===== config.mk =====
export PLATFORM = sky130hd
export DESIGN_NAME = pulse_dispatcher
export DESIGN_NICKNAME = d
export VERILOG_FILES = /design/src/rtl/pulse_dispatcher.sv
export SDC_FILE = /design/constraint.sdc
export NUM_CORES = 1
export LEC_CHECK = 0
export CORE_ASPECT_RATIO = 0.6
export CORE_MARGIN = 4
export CORE_UTILIZATION = 49
export CTS_BUF_LIST = sky130_fd_sc_hd__clkbuf_2 sky130_fd_sc_hd__clkbuf_4 sky130_fd_sc_hd__clkbuf_8
export CTS_CLUSTER_DIAMETER = 150
export DETAILED_ROUTE_END_ITERATION = 16
export HOLD_SLACK_MARGIN = 0.15
export PLACE_DENSITY = 0.83
export SLEW_MARGIN = 25
export SYNTH_ARGS = -nofsm -noshare
export SYNTH_HDL_FRONTEND = slang
export SYNTH_SLANG_ARGS = --single-unit

===== constraint.sdc =====
create_clock -name clk -period 3.16 [get_ports clk]
set_clock_uncertainty 0.1 [all_clocks]
set_input_delay 0.474 -clock clk [delete_from_list [all_inputs] [get_ports clk]]
set_output_delay 0.474 -clock clk [all_outputs]
set_load 0.05 [all_outputs]

===== src/rtl/pulse_dispatcher.sv =====
// Pulse dispatcher: pops one pulse descriptor, waits for its start time, then
// streams per-sample phase/amplitude/envelope beats with valid/ready handshaking.
module pulse_dispatcher #(
  parameter int FREQ_W   = 32,
  parameter int PHASE_W  = 32,
  parameter int AMP_W    = 16,
  parameter int TSTART_W = 32,
  parameter int TLEN_W   = 16,
  parameter int ENV_W    = 10
) (
  input  logic                clk,
  input  logic                rst,
  input  logic [TSTART_W-1:0] counter,
  input  logic                pr_empty,
  input  logic [FREQ_W-1:0]   pr_freq,
  input  logic [PHASE_W-1:0]  pr_phase,
  input  logic [AMP_W-1:0]    pr_amp,
  input  logic [TSTART_W-1:0] pr_tstart,
  input  logic [TLEN_W-1:0]   pr_tlen,
  input  logic [ENV_W-1:0]    pr_env,
  output logic                pr_rd_en,
  output logic                m_valid,
  input  logic                m_ready,
  output logic [PHASE_W-1:0]  m_phase,
  output logic [AMP_W-1:0]    m_amp,
  output logic [ENV_W-1:0]    m_env_addr,
  output logic                m_last,
  output logic                busy,
  output logic                late_err,
  output logic [15:0]         pulse_cnt
);

  typedef enum logic [1:0] {S_IDLE, S_WAIT, S_PLAY} state_e;

  state_e                state_q,     state_d;
  logic [FREQ_W-1:0]     freq_q,      freq_d;
  logic [PHASE_W-1:0]    phase_q,     phase_d;
  logic [AMP_W-1:0]      amp_q,       amp_d;
  logic [TSTART_W-1:0]   tstart_q,    tstart_d;
  logic [TLEN_W-1:0]     tlen_q,      tlen_d;
  logic [ENV_W-1:0]      env_q,       env_d;
  logic [PHASE_W-1:0]    phase_acc_q, phase_acc_d;
  logic [TLEN_W-1:0]     idx_q,       idx_d;
  logic                  late_err_q,  late_err_d;
  logic [15:0]           pulse_cnt_q, pulse_cnt_d;

  logic [TSTART_W-1:0]   d_time;
  logic                  is_last;

  // Wrapped difference: MSB set means t_start is still in the future.
  assign d_time  = counter - tstart_q;
  assign is_last = (idx_q == (tlen_q - TLEN_W'(1)));

  assign m_valid    = (state_q == S_PLAY);
  assign m_last     = m_valid && is_last;
  assign m_phase    = phase_acc_q;
  assign m_amp      = amp_q;
  assign m_env_addr = env_q + ENV_W'(idx_q);
  assign busy       = (state_q != S_IDLE);
  assign late_err   = late_err_q;
  assign pulse_cnt  = pulse_cnt_q;

  always_comb begin
    // NOTE: every signal gets a default first so no path leaves it unassigned (no latches).
    state_d     = state_q;
    freq_d      = freq_q;
    phase_d     = phase_q;
    amp_d       = amp_q;
    tstart_d    = tstart_q;
    tlen_d      = tlen_q;
    env_d       = env_q;
    phase_acc_d = phase_acc_q;
    idx_d       = idx_q;
    late_err_d  = late_err_q;
    pulse_cnt_d = pulse_cnt_q;
    pr_rd_en    = 1'b0;

    unique case (state_q)
      S_IDLE: begin
        // Gated by rst so an entry is never popped while reset is held.
        if (!pr_empty && !rst) begin
          pr_rd_en = 1'b1;
          freq_d   = pr_freq;
          phase_d  = pr_phase;
          amp_d    = pr_amp;
          tstart_d = pr_tstart;
          tlen_d   = pr_tlen;
          env_d    = pr_env;
          state_d  = S_WAIT;
        end
      end
      S_WAIT: begin
        if (!d_time[TSTART_W-1]) begin
          if (d_time != '0) late_err_d = 1'b1;
          phase_acc_d = phase_q;
          idx_d       = '0;
          if (tlen_q == '0) begin
            state_d     = S_IDLE;
            pulse_cnt_d = pulse_cnt_q + 16'd1;
          end else begin
            state_d = S_PLAY;
          end
        end
      end
      S_PLAY: begin
        if (m_ready) begin
          phase_acc_d = phase_acc_q + PHASE_W'(freq_q);
          idx_d       = idx_q + TLEN_W'(1);
          if (is_last) begin
            state_d     = S_IDLE;
            pulse_cnt_d = pulse_cnt_q + 16'd1;
          end
        end
      end
      default: state_d = S_IDLE;
    endcase
  end

  always_ff @(posedge clk) begin
    // NOTE: non-blocking assignments so all flops update together on the edge.
    if (rst) begin
      state_q     <= S_IDLE;
      freq_q      <= '0;
      phase_q     <= '0;
      amp_q       <= '0;
      tstart_q    <= '0;
      tlen_q      <= '0;
      env_q       <= '0;
      phase_acc_q <= '0;
      idx_q       <= '0;
      late_err_q  <= 1'b0;
      pulse_cnt_q <= '0;
    end else begin
      state_q     <= state_d;
      freq_q      <= freq_d;
      phase_q     <= phase_d;
      amp_q       <= amp_d;
      tstart_q    <= tstart_d;
      tlen_q      <= tlen_d;
      env_q       <= env_d;
      phase_acc_q <= phase_acc_d;
      idx_q       <= idx_d;
      late_err_q  <= late_err_d;
      pulse_cnt_q <= pulse_cnt_d;
    end
  end

endmodule

==> results of run 1 <==
[logic make-up (layout without fill, tap and decap cells)]
kind of cell	count (synthesis)	in the layout	synth area share, %
mux	12	12	0.978
xor+xnor	81	81	5.66
buf+inv	155	578	4.86
compound gates	423	423	21.3
flops	205	205	32.7
fa+ha+maj	78	78	7.96
simple gates	665	665	26.5
[placed cells by master (no fill, tap or decap), types with 39 or more instances in the layout]
| cell type | instances |
|---|---|
| inv_1 | 54 |
| nand2b_1 | 111 |
| buf_4 | 196 |
| ha_1 | 61 |
| a21oi_1 | 54 |
| nand2_1 | 222 |
| o21ai_0 | 142 |
| clkdlybuf4s50_1 | 239 |
| dfxtp_1 | 188 |
| nor2_1 | 116 |
| clkbuf_8 | 44 |
| nor3_1 | 39 |
| o31ai_1 | 39 |
| xnor2_1 | 45 |
[path summary, 6_finish.rpt]
| kind | start | end | slack (ns) | depth (start not counted) |
|---|---|---|---|---|
| setup / recovery | tlen_q[1] | m_last | -0.43 | 11 |
| hold / removal | pr_tstart[13] | tstart_q[13] | 0.36 | 3 |
| setup reg to reg | tlen_q[1] | pulse_cnt[15] | -0.30 | 14 |
| hold reg to reg | tstart_q[21] | tstart_q[21] | 0.37 | 2 |
[worst max-delay path, cell delays in order, from the launching register on]
cell and delay, ns:
dfxtp_2 0.33, inv_2 0.08, ha_4 0.13, or4b_4 0.48
or2_4 0.26, xnor2_1 0.12, mux2_2 0.26, o22ai_2 0.10
nand4_1 0.21, buf_4 0.21, nor2_4 0.14, buf_12 0.15
[registers in the layout, summed over array words and instances (netlist names)]
signal	flops
env_q	10
pulse_cnt	16
idx_q	16
m_phase	32
freq_q	32
late_err	1
tlen_q	16
phase_q	32
state_q	2
tstart_q	32
m_amp	16
[metrics by stage]
| stage | setup WS, ns | instances |
|---|---|---|
| floorplan | 0.0151 | 1619 |
| global placement | -0.903 | 2283 |
| detailed placement | -1.02 | 2283 |
| CTS | -0.482 | 2361 |
| global route | -0.529 | 2371 |
| finish | -0.426 | 2371 |
[routing by layer]
| metal | up-vias | wire (um) | share of wire (%) | GRT usage, % |
|---|---|---|---|---|
| met4 | 0 | 650 | 1.5 | 5.40 |
| met1 | 6344 | 20600 | 47 | 41.9 |
| li1 | 6507 | - | - | - |
| met5 | - | 0 | 0 | 0 |
| met3 | 55 | 4030 | 9.3 | 7.12 |
| met2 | 604 | 18300 | 42 | 41.6 |
[final cells by class]
class	instances	area, sq um
Clock buffer	50	651
Clock inverter	9	97.6
Fill cell	1867	6860
Inverter	60	225
Sequential cell	205	4130
Tap cell	329	412
Multi-Input combinational cell	1259	8590
Timing Repair Buffer	459	4250
[power groups by stage]
| stage | Clock, W | Sequential, W | Combinational [W] |
|---|---|---|---|
| after CTS | 0.00267 | 0.00303 | 0.00343 |
| after floorplan | 0 | 0.00335 | 0.00169 |
| after global placement | 0 | 0.00307 | 0.00325 |
| final | 0.00265 | 0.00304 | 0.00362 |
| after detailed placement | 0 | 0.00308 | 0.00330 |
| after global routing | 0.00280 | 0.00307 | 0.00388 |
[timing repair]
item	4_1_cts	5_1_grt
buffers inserted	19	11
pin swaps	44	39
gates resized for setup	62	85
endpoints found under the hold margin	0	0
setup endpoints to repair	57	45
==> flow_summary_export.csv, run 1 <==
group,metric,value,unit
global_routing,grt.total_usage,28.2,%
layout,fin_area,0.0184,sq mm
synthesis,synthTopCellsByCount,"nand2_1, dfxtp_1, o21ai_0, nor2_1, nand2b_1",
timing,fmax,279,MHz
layout,area_delta_synth_final,46.4,%
synthesis,async_flop_share,0,%
synthesis,ys.flop_type,"dfxtp_1",
timing,fin_tns_setup,-4.44,ns
pwr,p_leak,7.21,nW
timing,tightest_slew,1.03,ns
worst_setup_path,crit_path_end_kind,"primary output",
synthesis,syn_nets,1871,
clocking,worstSkewPairLatency,0.56,ns
layout,nets,2271,
timing,holdWs,0.361,ns
route,postRouteAntennaNets,0,
floorplan,die_area,0.0283,sq mm
pwr,intPower,0.00595,W
clocking,clock_path_buffers,3,
worst_setup_path,cp.arrival,3.01,ns
route,viasPerCell,5.70,
placement,dpl_cell_area,0.0167,sq mm
timing,fin_ws,-0.426,ns
placement,portBuffers,252,
synthesis,ys_ff_latch,205,
synthesis,netlist_instances,1619,
min_path,hp-class,"primary input to flip-flop",
floorplan,start_util,49.7,%
clocking,clock-sinks,205,
route,drc,0,
synthesis,yosys_warnings,0,
floorplan,rows,45,
floorplan,dieHeight,132,um
pwr,pwr-share-clk,28.4,%
route,post_drt_wl_per_cell,18.4,um
route,vias,13500,
layout,insertedDiodeCount,0,
clocking,htree_levels,2,
global_routing,grt_pass1_vias,12900,
global_routing,grt.overflow.total,0,
synthesis,synth_edf_count,0,
timing,slew_headroom,31.4,%
timing,slew_violations,0,
synthesis,syn-cell-area,0.0125,sq mm
route,dr.first_iter.drc_count,1228,
route,drt-pass1-iter-count,5,
synthesis,synth_top_area_share,32.7,%
job,maxCapViolations,0,
outcome,violations,"negative setup slack",
timing,rsz0062_at_grt,"yes",
outcome,status,"finished, violations left",
clocking,numCtsBuffers,34,
synthesis,yosys-top-cells-area,"dfxtp_1, ha_1, nand2_1, o21ai_0, nand2b_1",
timing,period_share,113,%
floorplan,die_w,215,um
worst_setup_path,cp_data_required_time,2.59,ns
clocking,cts-root-buf,"clkbuf_8",
global_routing,grt_pass1_wl,66400,um
synthesis,yosys.area.top_type,"dfxtp_1",
clocking,cts_tree,"done",
clocking,postCtsHoldBufs,0,
route,drt-total-wl,43600,um
pwr,power.total,0.00931,W
timing,setup_violations,21,
pwr,swShare,36.0,%
clocking,clk_pin_slew,0.07,ns
synthesis,syn_area_per_cell,7.75,sq um
pwr,power_frac_seq,32.7,%
pwr,ir_drop,0.436,mV
global_routing,antenna_found_initial,0,
synthesis,yosysUniqueCellTypes,71,
placement,dp_hpwl,31000,um
worst_setup_path,critical_path_peak_fanout,3,
layout,layout-drive-gt1-share,20.7,%
pwr,power_density,507,mW/mm^2
floorplan,io_pins,253,
synthesis,yosysMostFrequentCell,"nand2_1",
pwr,p_comb_share,38.9,%
worst_setup_path,cp-start-kind,"flip-flop",
layout,final_util,72.8,%
timing,period_needed,3.59,ns
worst_setup_path,crit_type,"flip-flop to primary output",
floorplan,core,0.0252,sq mm
timing,finalHoldViolCount,0,
pwr,power_switching,0.00335,W
global_routing,grt_start_max_net_pins,127,
synthesis,seq_area_frac_synth,32.7,%
placement,place.gp.congestion,1.02,
(Power assumes the default switching activity.)
==> run 2: changes to the inputs <==
--- a/config.mk
+++ b/config.mk
@@ -7,12 +7,12 @@
 export LEC_CHECK = 0
 export CORE_ASPECT_RATIO = 0.6
 export CORE_MARGIN = 4
-export CORE_UTILIZATION = 49
+export CORE_UTILIZATION = 40
 export CTS_BUF_LIST = sky130_fd_sc_hd__clkbuf_2 sky130_fd_sc_hd__clkbuf_4 sky130_fd_sc_hd__clkbuf_8
 export CTS_CLUSTER_DIAMETER = 150
 export DETAILED_ROUTE_END_ITERATION = 16
 export HOLD_SLACK_MARGIN = 0.15
-export PLACE_DENSITY = 0.83
+export PLACE_DENSITY = 0.7
 export SLEW_MARGIN = 25
 export SYNTH_ARGS = -nofsm -noshare
 export SYNTH_HDL_FRONTEND = slang
==> run 2 against run 1 <==
Net effect: the flow still finishes with violations (negative setup slack); cell count rose by 3.9%; die area rose by 21%; clock power fell by 2%; sequential share of layout area shrank 0.50 points; count of clock-buffer cells in the layout is 1 higher; via count is 1.4% lower; power increased by 1.1%; worst setup slack got worse by 0.030 ns; critical path depth rose by 1; sequential power hardly changed; highest routed layer is now met5.
==> flow_summary_export.csv, run 2 (synthesis results as in run 1) <==
group,metric,value,unit
floorplan,start_util,41.2,%
placement,portBuffers,252,
pwr,ir_drop,0.335,mV
min_path,min-delay-start,"rst",
outcome,status,"finished, violations left",
route,drt-total-wl,44500,um
floorplan,dieHeight,145,um
global_routing,grt.overflow.total,0,
clocking,worstSkewPairLatency,0.54,ns
global_routing,grt_pass1_wl,68900,um
placement,place.gp.congestion,0.987,
worst_setup_path,critical_path_peak_fanout,3,
layout,fillCellCount,2729,
placement,dpl_cell_area,0.0168,sq mm
placement,dp_hpwl,32400,um
floorplan,die_w,237,um
min_path,min_to,"pulse_cnt[7]",
timing,rsz0062_at_grt,"yes",
timing,finalHoldViolCount,0,
pwr,power_density,500,mW/mm^2
global_routing,grt_pass1_vias,12900,
worst_setup_path,cp.arrival,3.04,ns
placement,preCtsSetupSlack,-0.949,ns
global_routing,grt_use_met3,6.01,%
global_routing,use_met2,35.1,%
min_path,hp-class,"primary input to flip-flop",
worst_setup_path,critPathSlowestCell,"or4b_4",
global_routing,use_met1,36.1,%
floorplan,rows,49,
layout,multiInputGateArea,0.00878,sq mm
floorplan,io_pins,253,
timing,setup_violations,21,
worst_setup_path,crit_type,"flip-flop to primary output",
clocking,clock_path_buffers,3,
timing,slew_violations,0,
clocking,cts-root-buf,"clkbuf_8",
clocking,clk_pin_slew,0.06,ns
worst_setup_path,r2r_end,"late_err",
layout,regArea,0.00414,sq mm
timing,period_share,114,%
timing,fmax,277,MHz
clocking,cts_tree,"done",
worst_setup_path,reg2reg_from,"tstart_q[0]",
global_routing,antenna_found_initial,2,
route,drc,0,
worst_setup_path,cp_cell_sequence,"inv_2, ha_4, or4b_4, or2_4, xnor2_2, mux2_4, o22ai_4, nand4_1, buf_4, buf_6, nor2_4, buf_12",
route,viasPerCell,5.41,
layout,area_delta_synth_final,50.1,%
timing,slew_headroom,43.2,%
min_path,hold_path_depth,2,
layout,fin_area,0.0188,sq mm
layout,final_util,61.9,%
layout,nets,2288,
layout,layout-drive-gt1-share,22.4,%
job,maxCapViolations,0,
clocking,postCtsHoldBufs,0,
clocking,htree_levels,2,
global_routing,grt_start_max_net_pins,136,
clocking,clock-sinks,205,
worst_setup_path,crit_path_end_kind,"primary output",
route,postRouteAntennaNets,0,
outcome,violations,"negative setup slack",
timing,tightest_slew,0.850,ns
timing,fin_ws,-0.457,ns
pwr,p_leak,7.37,nW
timing,period_needed,3.62,ns
route,vias,13300,
worst_setup_path,reg2reg_slack,-0.28,ns
timing,holdWs,0.372,ns
route,dr.first_iter.drc_count,801,
layout,final_cell_mix,"clkdlybuf4s50_1, nand2_1, buf_4",
global_routing,grt.total_usage,24.1,%
floorplan,die_area,0.0343,sq mm
worst_setup_path,cp-start-kind,"flip-flop",
worst_setup_path,cp_data_required_time,2.59,ns
clocking,numCtsBuffers,35,
route,post_drt_wl_per_cell,18.0,um
layout,final_common_cell,"clkdlybuf4s50_1",
global_routing,busiest_layer,"met1",
worst_setup_path,cpPeakStageDelay,0.49,ns
route,drt-pass1-iter-count,11,
worst_setup_path,r2r_cells,12,
floorplan,core,0.0304,sq mm
==> run 2: cell count changes in the layout (fill, tap and decap cells not counted), moves of 4 or more <==
| cell | change |
|---|---|
| inv_2 | +7 |
| o21ai_2 | -4 |
| clkinv_2 | -4 |
| ha_1 | -8 |
| o21ai_1 | +4 |
| inv_1 | -7 |
| dfxtp_1 | -4 |
| a211oi_1 | -11 |
| buf_6 | +9 |
| a211oi_2 | +11 |
| dlymetal6s2s_1 | +6 |
| ha_4 | +7 |
| clkdlybuf4s50_1 | -7 |
==> run 2: final cells by class <==
class	count	area share, %
Antenna cell	1	0.0133
Clock buffer	51	3.50
Clock inverter	4	0.372
Inverter	60	1.20
Multi-Input combinational cell	1263	46.6
Sequential cell	205	22.0
Tap cell	408	2.71
Timing Repair Buffer	471	23.6
==> run 2: per-layer routing <==
layer	routed length, um	share of wire, %
met4	659	1.5
met5	12	0.027
met2	18800	42
met3	3520	7.9
met1	21400	48
==> run 2: repair_timing <==
action / CTS / global route
setup buffers: 21 / 20
resized for setup: 55 / 143
gates cloned: 2 / 3
setup endpoints to repair: 59 / 70
pin swaps: 45 / 48
==> run 2: through the flow <==
stage,instances,total power [W],TNS [ns]
after global placement,2364,0.00635,-33.72
after CTS,2442,0.00914,-1.37
after global routing,2463,0.00991,-7.12
after floorplan,1619,0.00503,0
after detailed placement,2364,0.00640,-36.03
final,2463,0.00941,-3.68
==> run 2: report_power, final <==
group	switching [W]	total (W)	internal [W]
registers	0.000195	0.00305	0.00285
logic	0.00205	0.00375	0.00170
clock network	0.00112	0.00261	0.00148
total	0.00337	0.00941	0.00604
==> run 2: worst max-delay path by stage <==
stage	start	slack (ns)	end	cells after the start
2_1_floorplan	counter[18]	0.02	pulse_cnt[15]	13
3_3_place_gp	counter[0]	-0.75	late_err	14
3_5_place_dp	counter[0]	-0.95	late_err	14
4_1_cts	tlen_q[0]	-0.52	m_last	12
5_1_grt	tlen_q[0]	-0.56	m_last	12
6_report	tlen_q[1]	-0.46	m_last	12
==> run 2: worst max-delay path: cells and delay by family (launching register included) <==
| kind | cells | cell delay, ns |
|---|---|---|
| and+or+nand+nor | 4 | 1.02 |
| buffers and inverters | 4 | 0.53 |
| DFF | 1 | 0.31 |
| muxes | 1 | 0.28 |
| adders and majority gates | 1 | 0.13 |
| xor gates and xnor gates | 1 | 0.13 |
| AOI/OAI and AO/OA | 1 | 0.10 |
